<file path="config.mk">
export PLATFORM = sky130hd
export DESIGN_NAME = cond_unit
export DESIGN_NICKNAME = d
export VERILOG_FILES = /design/src/rtl/cond_pkg.sv /design/src/rtl/cond_check.sv /design/src/rtl/cond_unit.sv
export SDC_FILE = /design/constraint.sdc
export NUM_CORES = 1
export LEC_CHECK = 0
export BUFFER_PORTS_ARGS = -buffer_cell sky130_fd_sc_hd__buf_2
export CAP_MARGIN = 30
export CORE_AREA = 2 2 39 41
export CTS_CLUSTER_DIAMETER = 100
export DETAILED_ROUTE_END_ITERATION = 12
export DIE_AREA = 0 0 41 43
export PLACE_DENSITY_LB_ADDON = 0.1
export SLEW_MARGIN = 10
export SYNTH_ARGS = -nofsm -noshare
export SYNTH_HDL_FRONTEND = slang
export SYNTH_SLANG_ARGS = --single-unit
</file>
<file path="constraint.sdc">
create_clock -name clk -period 6.75 [get_ports clk]
set_clock_uncertainty 0.1 [all_clocks]
set_input_delay 1.6875 -clock clk [delete_from_list [all_inputs] [get_ports clk]]
set_output_delay 1.6875 -clock clk [all_outputs]
set_load 0.005 [all_outputs]
</file>
<file path="src/rtl/cond_pkg.sv">
// Shared definitions for the conditional-execution stage: condition codes
// and bit positions inside the {N,Z,C,V} flag register.
package cond_pkg;

    localparam logic [3:0] COND_EQ = 4'b0000;
    localparam logic [3:0] COND_NE = 4'b0001;
    localparam logic [3:0] COND_CS = 4'b0010;
    localparam logic [3:0] COND_CC = 4'b0011;
    localparam logic [3:0] COND_MI = 4'b0100;
    localparam logic [3:0] COND_PL = 4'b0101;
    localparam logic [3:0] COND_VS = 4'b0110;
    localparam logic [3:0] COND_VC = 4'b0111;
    localparam logic [3:0] COND_HI = 4'b1000;
    localparam logic [3:0] COND_LS = 4'b1001;
    localparam logic [3:0] COND_GE = 4'b1010;
    localparam logic [3:0] COND_LT = 4'b1011;
    localparam logic [3:0] COND_GT = 4'b1100;
    localparam logic [3:0] COND_LE = 4'b1101;
    localparam logic [3:0] COND_AL = 4'b1110;
    localparam logic [3:0] COND_NV = 4'b1111;

    localparam int FLAG_N = 3;
    localparam int FLAG_Z = 2;
    localparam int FLAG_C = 1;
    localparam int FLAG_V = 0;

endpackage

</file>
<file path="src/rtl/cond_check.sv">
// Purely combinational condition evaluator: decides whether an instruction
// with the given condition field executes under the supplied flags.
module cond_check
    import cond_pkg::*;
(
    input  logic [3:0] cond,
    input  logic [3:0] flags,
    output logic       cond_ex
);

    logic n;
    logic z;
    logic c;
    logic v;

    assign n = flags[FLAG_N];
    assign z = flags[FLAG_Z];
    assign c = flags[FLAG_C];
    assign v = flags[FLAG_V];

    always_comb begin
        cond_ex = 1'b1;
        case (cond)
            COND_EQ: cond_ex = z;
            COND_NE: cond_ex = ~z;
            COND_CS: cond_ex = c;
            COND_CC: cond_ex = ~c;
            COND_MI: cond_ex = n;
            COND_PL: cond_ex = ~n;
            COND_VS: cond_ex = v;
            COND_VC: cond_ex = ~v;
            COND_HI: cond_ex = ~z & c;
            COND_LS: cond_ex = z | ~c;
            COND_GE: cond_ex = (n == v);
            COND_LT: cond_ex = (n != v);
            COND_GT: cond_ex = ~z & (n == v);
            COND_LE: cond_ex = z | (n != v);
            COND_AL: cond_ex = 1'b1;
            // The reserved encoding behaves as "always".
            default: cond_ex = 1'b1;
        endcase
    end

endmodule

</file>
<file path="src/rtl/cond_unit.sv">
// Conditional-execution stage: holds NZCV, evaluates the condition field
// against the registered flags and gates the decoder strobes accordingly.
module cond_unit
    import cond_pkg::*;
#(
    parameter int FLAG_W = 4
) (
    input  logic              clk,
    input  logic              reset,
    input  logic [3:0]        cond,
    input  logic [FLAG_W-1:0] alu_flags,
    input  logic              pcs,
    input  logic              reg_w,
    input  logic              mem_w,
    input  logic [1:0]        flag_w,
    input  logic              no_write,
    input  logic              stall,
    output logic              pc_src,
    output logic              reg_write,
    output logic              mem_write,
    output logic [FLAG_W-1:0] flags,
    output logic              cond_ex
);

    logic [1:0] nz_q;
    logic [1:0] cv_q;
    logic       go;
    logic       nz_en;
    logic       cv_en;

    assign flags = {nz_q, cv_q};

    // Evaluated against the registered flags, so a flag-setting conditional
    // instruction always tests the flags from before its own update.
    cond_check u_cond_check (
        .cond    (cond),
        .flags   (flags),
        .cond_ex (cond_ex)
    );

    assign go        = cond_ex & ~stall;
    assign pc_src    = pcs & go;
    assign reg_write = reg_w & ~no_write & go;
    assign mem_write = mem_w & go;
    assign nz_en     = flag_w[1] & go;
    assign cv_en     = flag_w[0] & go;

    always_ff @(posedge clk or posedge reset) begin
        if (reset) begin
            nz_q <= 2'b00;
        end else if (nz_en) begin
            nz_q <= alu_flags[FLAG_N:FLAG_Z];
        end
    end

    always_ff @(posedge clk or posedge reset) begin
        if (reset) begin
            cv_q <= 2'b00;
        end else if (cv_en) begin
            cv_q <= alu_flags[FLAG_C:FLAG_V];
        end
    end

endmodule
</file>
; ---- Word level (Yosys, flattened, before mapping)
; Cells that the tools add are included.
; Widths: inputs -> output; s select.
[totals]
ff_bits = 4
input_bits = 17
[classes]
eq_ne = 15
reduce_logical = 1
n_mux = 1
bitwise = 17
[op_table]
columns = op, n
row1 = $eq 4x4->1 const B, 6
row2 = $eq 4x3->1 const B, 4
row3 = $pmux 1 s14, 1
row4 = $and 1x1->1, 9
row5 = $eq 4x2->1 const B, 2
row6 = $not 1->1, 6
row7 = $eq 4x1->1 const B, 1
row8 = $logic_not 4->1, 1
row9 = $or 1x1->1, 2
row10 = $eq 1x1->1, 1
row11 = $ne 1x1->1, 1

; ---- Depth between registers and ports, before layout
[logic_depth]
word_depth = 5
ltp_mapped = 5
depth_no_buf = 5

; ---- Modules after synthesis
; A second synthesis with hierarchy kept.
[unflattened]
hier_cells = 37
hier_area_um2 = 361.6
[by_module_without_submodules]
columns = mod, seq_area_each_um2, area_each_um2, cells_each, instances
row1 = cond_unit, 100.1, 196.4, 14, 1
row2 = cond_check, 0.0, 165.2, 23, 1

; ---- Worst setup path before layout
; Ideal clock, no wire load.
[synth_path]
path_type = input to output
from = input port cond[2]
to = output port reg_write
t_arrival_ps = 2863
n_path_buf = 0
required_time_ps = 4963
path_slack_ps = 2099
path_stages = 5
path_cell_list = mux4_2 xnor2_1 o32a_2 a21oi_1 and3b_1
[synth_between]
elab_chain_cells = 4
word_cells_on_any_way = 17
cone_classes = 13 x eq/ne / 1 x mux / 2 x bitwise / 1 x reduce/logical
[synth_rtl]
columns = element, line
row1 = from (decl), cond_unit.sv:10  ; input logic [3:0] cond,
row2 = "$eq 4x4->1, or another cell as far along", cond_check.sv:23  ; case (cond)
row3 = $pmux 1 s14 *, cond_check.sv:23
row4 = $and 1x1->1 *, cond_unit.sv:41  ; assign go = cond_ex & ~stall;
row5 = $and 1x1->1 *, cond_unit.sv:43  ; assign reg_write = reg_w & ~no_write & go;
row6 = to (decl), cond_unit.sv:19  ; output logic reg_write,
; Mark *: on every way between the ends. The rest lies on a longest branch, timed or not.

; ---- Worst setup path after layout
; Same ends and word-level chain as after synthesis.

==> results.ini <==
[setup_path]
critPathRequiredTime_ns=4.96
critPathCaptureType=primary output
path_max_fanout=5
critical_path_class=input pin to primary output
worstSetupStartpointType=input pin
r2r_start=nz_q[0]
startpoint=cond[2]
critPathArrivalTime_ns=3.16

[clocking]
cts_root_buf=clkbuf_4
cts_resized=0
postCtsSetupRepairBufs=0
htreeDepth=1
cts_max_path_buffers=2
clk_pin_slew_ns=0.03
worstSkewPairLatency_ns=0.23
ctsHoldBuffers=0
numCtsBuffers=3
cts_tree=built
cts.sink_count=4

[synth]
syn_area_sq_um=360.3
yosysSeqAreaShare_pct=27.78
yosys.cell_types.count=19
synth_compound_area_share_pct=19.10
synth_fa_ha_area_share_pct=0
syn_area_per_cell_sq_um=10.60
synth_top_area_cell=dfrtp_1
ys_warn_count=0
synth_top_family_by_area=simple AND/OR/NAND/NOR gates
synth_xor_area_share_pct=4.861
synth_fp_nets=51
synthSimpleGateAreaFrac_pct=27.43
yosys-top-cells-area=dfrtp_1 28%, mux2_1 13%, o311ai_4 7.3%
synth_top_area_share_pct=27.78
ys_ff_latch=4
synth_mux_area_share_pct=18.75
syn_inst=34

[run]
drv_cap=0

[global_routing]
grt_pass1_wl_um=1352
antenna_found_initial=0
grt_usage_pct=11.40
grt_remaining_overflow=0
grt_start_max_net_pins=9
grt_pass1_vias=336

[layout]
register_area_sq_um=100.1
final_util_pct=37.79
nNetsFinal=80
final_cells=77
fill_cells=160
antenna_cells=0
area_delta_synth_final_pct=45.14
final_area_sq_um=523.0
multi_input_area_sq_um=252.7
drive_above_1_share_pct=52.46

[place]
dpl.hpwl_um=701.4
portBuffers=24
place_ws_ns=1.789
gp_congestion=0.6137
placed_area_sq_um=500.5
dp_cells=74

[hold_path]
hold_start=cv_q[1]
min_path_type=flip-flop to flip-flop

[sta]
hold_viol_final=0
slew_violations=0
fin_crit_ns=4.951
setup_viol=0
rsz0062_at_grt=false
slew-limit-headroom_pct=66.11
max_freq_ghz=0.2020
tns_ns=0
fin_crit_sh_pct=73.35
whs_ns=0.4667
worst_slack_ns=1.799
worst_slew_pin_slew_ns=0.5013

[drt]
drcViolationCount=0
via_per_inst=4.636
via_count=357
postRouteAntennaNets=0
routedWlPerCell_um=10.86
first_pass_iters=2
first_iter_violations=1
wirelength_um=836

[pwr]
vdd_ir_drop_max_v=0.0001294
p_leak_nw=0.2533
report.power.total_mw=0.1630
powerDensity_nw_per_um2=311.7

[die]
ios=25
design.die.area_sq_um=1763
std_cell_rows=14
die_y_um=43
start_util_pct=26.04
die_w_um=41
coreArea_sq_um=1384

[status]
status=finished clean

[per-layer routing]
metal	global-route usage, %	up-vias	wire [um]
li1	-	182	-
met1	15.03	159	371
met2	17.19	16	382
met3	1.571	0	81
met4	6.000	0	0
met5	0	-	0
[power breakdown]
group	switching, mW	internal (mW)
combinational	0.0362	0.0465
sequential	0.0156	0.0364
clock	0.00852	0.0198
total	0.0603	0.103
[critical path, cell delays in order]
cell and delay [ns]:
buf_2 0.13, mux4_2 0.51, xnor2_1 0.14, o32a_2 0.23, a21oi_1 0.19, and3b_1 0.17
buf_2 0.10
[state kept, by name (all words and copies together) (netlist names)]
name,count
cv_q,2
nz_q,2
[cell usage in the layout, fill, tap and decap left out]
cell	n
a21oi_2	2
and3b_1	1
nor3b_1	2
nand2b_1	3
nand2_1	3
nor4b_1	1
buf_2	24
mux4_2	1
clkbuf_4	3
mux2_1	4
a21oi_1	1
inv_1	2
xor2_1	1
xnor2_1	1
o32a_2	1
dfrtp_1	4
o221ai_1	1
and2_1	3
and3_1	1
o311ai_4	1
nand4bb_1	1
[synth_stat cells, drive strengths merged]
cell     instances
nand2            3
and3             1
o32a             1
and2             3
nand2b           3
xor2             1
mux2             4
nor4b            1
nand4bb          1
nor3b            2
and3b            1
a21oi            3
o311ai           1
mux4             1
inv              2
xnor2            1
dfrtp            4
o221ai           1
[cell families after synthesis]
logic type | count (synthesis)
and+or+nand+nor | 15
AOI/OAI and AO/OA | 6
muxes | 5
DFF | 4
xor gates and xnor gates | 2
buffers and inverters | 2
[final cells by class]
class	count	area share [%]
tap	16	3.828
clock buffer	3	4.306
multi-input combinational	28	48.33
inverter	2	1.435
sequential	4	19.14
timing repair buffer	24	22.97
[final timing paths]
| check | endpoint | slack, ns | cells after the start |
|---|---|---|---|
| min | cv_q[1] | 0.47 | 1 |
| max | reg_write | 1.80 | 7 |
| max reg2reg | cv_q[0] | 4.72 | 5 |
| min in group asynchronous | cv_q[1] | 1.23 | 2 |
| min reg2reg | cv_q[1] | 0.47 | 1 |
| max in group asynchronous | nz_q[1] | 5.17 | 2 |
(Power assumes the default switching activity.)
